**src/rtl/downstream_rmw_ctrl.sv**
```systemverilog
// downstream_rmw_ctrl: serialised read-modify-write sequencer for the per-client cancelled-value RAM
module downstream_rmw_ctrl #(
  parameter int D_WIDTH = 16,
  parameter int A_WIDTH = 5,
  parameter int RD_LAT  = 2,
  parameter int WR_TO   = 16
) (
  input  logic               clk,
  input  logic               rst_n,
  input  logic               upd_valid,
  output logic               upd_ready,
  input  logic [A_WIDTH-1:0] upd_client,
  input  logic [D_WIDTH-1:0] upd_amount,
  input  logic               clr_valid,
  output logic               clr_ready,
  input  logic [A_WIDTH-1:0] clr_client,
  output logic               clr_rsp_valid,
  output logic [D_WIDTH-1:0] clr_rsp_data,
  output logic [A_WIDTH-1:0] ram_address_read,
  input  logic [D_WIDTH-1:0] ram_data_read,
  output logic [A_WIDTH-1:0] ram_address_write,
  output logic [D_WIDTH-1:0] ram_data_write,
  output logic               ram_write_enable,
  input  logic               ram_memwr,
  output logic               busy,
  output logic               sat_pulse,
  output logic               err_timeout
);
  localparam int RW = $clog2(RD_LAT + 1);
  localparam int WW = $clog2(WR_TO + 1);
  typedef enum logic [1:0] {IDLE, RD_WAIT, WR, DONE} state_t;
  state_t             state_q;
  logic               op_q, rr_q, we_q, sat_q, rsp_v_q, err_q;
  logic [A_WIDTH-1:0] client_q;
  logic [D_WIDTH-1:0] amt_q, old_q, wdata_q, rsp_d_q;
  logic [RW-1:0]      rd_cnt_q;
  logic [WW-1:0]      wr_cnt_q;
  logic               idle, pick_upd, pick_clr;
  logic [D_WIDTH:0]   sum_d;
  logic [D_WIDTH-1:0] wr_d;
  // rr_q high means clear was the last tie winner, so update wins the next tie
  assign idle     = state_q == IDLE;
  assign pick_upd = idle & upd_valid & (~clr_valid | rr_q);
  assign pick_clr = idle & clr_valid & (~upd_valid | ~rr_q);
  assign upd_ready = rst_n & idle & ~pick_clr;
  assign clr_ready = rst_n & idle & ~pick_upd;
  assign sum_d = {1'b0, ram_data_read} + {1'b0, amt_q};
  assign wr_d  = op_q ? '0 : (sum_d[D_WIDTH] ? '1 : sum_d[D_WIDTH-1:0]);
  assign ram_address_read  = client_q;
  assign ram_address_write = client_q;
  assign ram_data_write    = wdata_q;
  assign ram_write_enable  = we_q;
  assign busy          = ~idle;
  assign sat_pulse     = sat_q;
  assign err_timeout   = err_q;
  assign clr_rsp_valid = rsp_v_q;
  assign clr_rsp_data  = rsp_d_q;
  always_ff @(posedge clk or negedge rst_n) begin
    if (!rst_n) begin
      state_q  <= IDLE;
      op_q     <= 1'b0;
      rr_q     <= 1'b1;
      we_q     <= 1'b0;
      sat_q    <= 1'b0;
      rsp_v_q  <= 1'b0;
      err_q    <= 1'b0;
      client_q <= '0;
      amt_q    <= '0;
      old_q    <= '0;
      wdata_q  <= '0;
      rsp_d_q  <= '0;
      rd_cnt_q <= '0;
      wr_cnt_q <= '0;
    end else begin
      sat_q   <= 1'b0;
      rsp_v_q <= 1'b0;
      case (state_q)
        IDLE: if (pick_upd | pick_clr) begin
          op_q     <= pick_clr;
          client_q <= pick_clr ? clr_client : upd_client;
          amt_q    <= upd_amount;
          rd_cnt_q <= RW'(RD_LAT - 1);
          state_q  <= RD_WAIT;
          if (upd_valid & clr_valid) rr_q <= pick_clr;
        end
        RD_WAIT: if (rd_cnt_q == '0) begin
          old_q    <= ram_data_read;
          wdata_q  <= wr_d;
          we_q     <= 1'b1;
          sat_q    <= ~op_q & sum_d[D_WIDTH];
          wr_cnt_q <= '0;
          state_q  <= WR;
        end else rd_cnt_q <= rd_cnt_q - 1'b1;
        WR: if (ram_memwr) begin
          we_q    <= 1'b0;
          rsp_v_q <= op_q;
          if (op_q) rsp_d_q <= old_q;
          state_q <= DONE;
        end else if (wr_cnt_q == WW'(WR_TO - 1)) begin
          err_q   <= 1'b1;
          we_q    <= 1'b0;
          state_q <= IDLE;
        end else wr_cnt_q <= wr_cnt_q + 1'b1;
        DONE: state_q <= IDLE;
      endcase
    end
  end
endmodule

```
**config.mk**
```make
export PLATFORM = sky130hd
export DESIGN_NAME = downstream_rmw_ctrl
export DESIGN_NICKNAME = d
export VERILOG_FILES = /design/src/rtl/downstream_rmw_ctrl.sv
export SDC_FILE = /design/constraint.sdc
export NUM_CORES = 1
export LEC_CHECK = 0
export CORE_ASPECT_RATIO = 0.6
export CORE_MARGIN = 8
export CORE_UTILIZATION = 50
export DETAILED_ROUTE_END_ITERATION = 10
export GPL_TIMING_DRIVEN = 0
export HOLD_SLACK_MARGIN = 0.12
export PLACE_DENSITY = 0.88
export RECOVER_POWER = 25
export SETUP_SLACK_MARGIN = 0.15
export SYNTH_ARGS = -nofsm -noshare
export SYNTH_HDL_FRONTEND = slang
export SYNTH_SLANG_ARGS = --single-unit
```
**constraint.sdc**
```tcl
create_clock -name clk -period 5.15 [get_ports clk]
set_clock_uncertainty 0.2 [all_clocks]
set_input_delay 1.03 -clock clk [delete_from_list [all_inputs] [get_ports clk]]
set_output_delay 1.03 -clock clk [all_outputs]
set_load 0.02 [all_outputs]
```
==> flow_metrics.py <==
metrics = {
    "cells_and_area": {
        "drive_above_1_share_pct": 12.0,
        "nNetsFinal": 564,
        "fillers": 591,
        "multiInputGateArea_um2": 1800,
        "area_growth_syn_to_layout_pct": 34.3,
        "final_cell_mix": "nand2_1 (97), clkdlybuf4s50_1 (94), dfrtp_1 (83), mux2_2 (29), a21oi_1 (21)",
        "final_cell_area_um2": 5410,
        "final_common_cell": "nand2_1",
        "n_antenna_cell": 0,
        "fin_cells": 610,
        "regArea_um2": 2100,
    },
    "clock_tree": {
        "cts_setup_buffers": 0,
        "htreeDepth": 3,
        "hold_buffers": 0,
        "insertion_delay_ps": 340,
        "ctsResizeCount": 0,
        "clock_sinks": 84,
        "clk_pin_slew_worst_paths_ps": 60,
        "numCtsBuffers": 9,
        "clk_path_buf_depth": 2,
        "root_buffer": "clkbuf_16",
        "tritoncts": "done",
    },
    "timing": {
        "relSlewSlack_pct": 61.9,
        "period_minus_slack_ps": 3960,
        "hold_viol_final": 0,
        "fin_crit_sh_pct": 76.8,
        "setup_violations": 0,
        "worstMarginPinSlew_ps": 571,
        "finalWorstSetupSlack_ps": 1190,
        "rsz0062_at_grt": "false",
        "fmax_mhz": 253,
        "maxSlewViolCount": 0,
    },
    "grt": {
        "grt_pass1_vias": 3427,
        "grt_overflow": 0,
        "grt_util_met1_pct": 22.0,
        "grt_start_max_net_pins": 46,
        "gr-max-usage-layer": "met2",
        "met3_usage_pct": 9.22,
        "gr-usage-met2_pct": 28.8,
        "antenna_found_initial": 0,
        "grt_use_total_pct": 18.4,
        "grt_pass1_wl_mm": 16.5,
    },
    "yosys": {
        "syn_avg_cell_area_um2": 10.3,
        "ys_seq_elements": 84,
        "synth-edff-count": 0,
        "synthCells": 390,
        "yosys_warnings": 0,
        "yosysUniqueCellTypes": 44,
        "ys_seq_area_share_pct": 52.2,
        "netlist_area_um2": 4030,
        "syn_nets": 457,
        "synth_ff_type": "dfrtp_1",
        "synthArstFlopShare_pct": 100,
    },
    "detailed_routing": {
        "vias": 3198,
        "drt_iter0_drc": 167,
        "first_pass_iters": 4,
        "wl_per_cell_um": 16.5,
        "drtAntennaViolNets": 0,
        "drc": 0,
        "wl_mm": 10.1,
        "vias_per_cell": 5.24,
    },
    "critical_path": {
        "worstPathArrival_ps": 2730,
        "ff2ff_path_depth": 10,
        "cp_cell_sequence": "clkdlybuf4s50_1 > nand2_1 > nand3_1 > nor2b_1 > clkdlybuf4s50_1",
        "slowest_delay_ps": 620,
        "crit_family": "buffers and inverters",
        "end_kind": "output pin",
        "critPathRequiredTime_ps": 3920,
        "reg2reg_slack_ps": 2280,
        "path_common_cell": "clkdlybuf4s50_1",
        "r2r-start": "amt_q[0]$_DFFE_PN0P_",
        "path_max_fanout": 7,
        "cp_num_buf_inv": 2,
        "r2r_end": "ram_data_write[14]$_DFFE_PN0P_",
        "worstSetupPathType": "primary input to output pin",
        "slowest_stage": "clkdlybuf4s50_1",
        "cp-start-kind": "primary input",
    },
    "power": {
        "switching_share_pct": 39.9,
        "powerDensity_nw_per_um2": 661,
        "power.share.clock_pct": 16.4,
        "pwr-share-comb_pct": 50.9,
        "leakage_uw": 0.00254,
        "vdd_drop_max_mv": 0.322,
        "power_switching_uw": 1430,
        "p_total_uw": 3580,
        "p_int_uw": 2150,
        "power_frac_seq_pct": 32.6,
    },
    "placement": {
        "place.gp.congestion": 0.953,
        "dp_cells": 594,
        "placed_cell_area_um2": 5130,
        "pre_cts_slack_ps": 1120,
        "dp_hpwl_mm": 8.01,
        "port_buffers": 95,
    },
    "worst_hold_path": {
        "hold_depth": 2,
        "hp-class": "register to register",
        "min_from": "old_q[0]$_DFFE_PN0P_",
        "whs_endpoint": "old_q[0]$_DFFE_PN0P_",
    },
    "floorplanning": {
        "core_um2": 7850,
        "io-pin-count": 96,
        "start_util_pct": 51.3,
        "dieArea_um2": 11300,
        "dieHeight_um": 85.5,
        "row_count": 25,
        "die_w_um": 132,
    },
    "run": {
        "maxCapViolCount": 0,
    },
    "run_status": {
        "outcome": "completed",
    },
}
sequential cells by signal (all words and copies together) (netlist names):
| signal | flops |
|---|---|
| sat_pulse | 1 |
| state_q | 2 |
| old_q | 16 |
| err_timeout | 1 |
| clr_rsp_valid | 1 |
| ram_data_write | 16 |
| clr_rsp_data | 16 |
| rr_q | 1 |
| amt_q | 16 |
| ram_address_read | 5 |
| wr_cnt_q | 5 |
| ram_write_enable | 1 |
| rd_cnt_q | 2 |
| op_q | 1 |
worst reg2reg max path, stage by stage (launching register included):
cell and delay (ps):
dfrtp_1 380, ha_1 210, fa_1 430, a211oi_2 280, o21ai_2 130, a31oi_1 210
o21ai_1 140, a41o_1 340, buf_6 170, o21ai_1 180, nand2_1 90
power by group through the flow:
stage                     logic [uW]  clock network (uW)  registers (uW)
after floorplan                  992                   0            1310
after global placement          1760                   0            1150
after detailed placement        1820                   0            1180
after CTS                       1830                 604            1170
after global routing            2000                 625            1200
final                           1820                 587            1170
layer usage:
metal / share of wire, % / up-vias
met3: 10 / 10
met4: 1.1 / 0
met1: 44 / 1537
li1: - / 1545
met2: 45 / 106
met5: 0 / -
metrics by stage:
step	util, %	setup TNS, ps	hold slack [ps]
floorplan	-	0	242
global placement	65.1	-2680	242
detailed placement	65.4	0	264
CTS	68.9	0	278
global route	68.9	0	304
finish	68.9	0	275
worst max path at each step:
stage,depth (start not counted),startpoint,end,slack (ps)
finish,5,upd_valid,upd_ready,1190
global route,5,rst_n,clr_ready,1080
CTS,5,upd_valid,upd_ready,1190
detailed placement,11,ram_data_read[0],ram_data_write[14]$_DFFE_PN0P_,1120
global placement,4,rst_n,clr_ready,-1360
floorplan,10,ram_data_read[0],ram_data_write[11]$_DFFE_PN0P_,1960
layout make-up:
cell class	instances	share of cell area, %
flip-flops and latches	84	38.9
multi-input cells	280	33.2
repair buffers	96	17.9
clock buffers	9	4.16
well taps	108	2.50
plain buffers	17	1.73
clock inverters	7	0.948
inverters	9	0.625
kinds of logic (layout without fill, tap and decap cells):
kind of cell	Yosys count	in the layout	synth area share, %
adder cells (fa/ha/maj)	20	20	6.40
multiplexers	38	38	10.4
buffers and inverters	26	138	3.17
flip-flops	84	84	52.2
AND/OR/NAND/NOR	135	135	13.9
XOR/XNOR	16	16	3.48
AO/OA/AOI/OAI	71	71	10.5
synth_stat cells (all sizes together), types with 2 or more instances:
master / number / area share [%]
nand2: 97 / 9.0
dfrtp: 83 / 52
mux2: 32 / 8.9
o21ai: 27 / 3.4
a21oi: 21 / 2.6
ha: 19 / 5.9
nor2: 17 / 1.6
buf: 10 / 1.7
inv: 9 / 0.84
xnor2: 8 / 1.7
xor2: 8 / 1.7
clkbuf: 7 / 0.65
mux2i: 6 / 1.5
a21o: 5 / 0.93
o211ai: 5 / 0.93
nand2b: 4 / 0.62
nand3: 4 / 0.50
a31oi: 3 / 0.47
nor2b: 3 / 0.47
o21a: 3 / 0.56
a211oi: 2 / 0.50
and3: 2 / 0.31
nand4: 2 / 0.31
(Power assumes the default switching activity.)
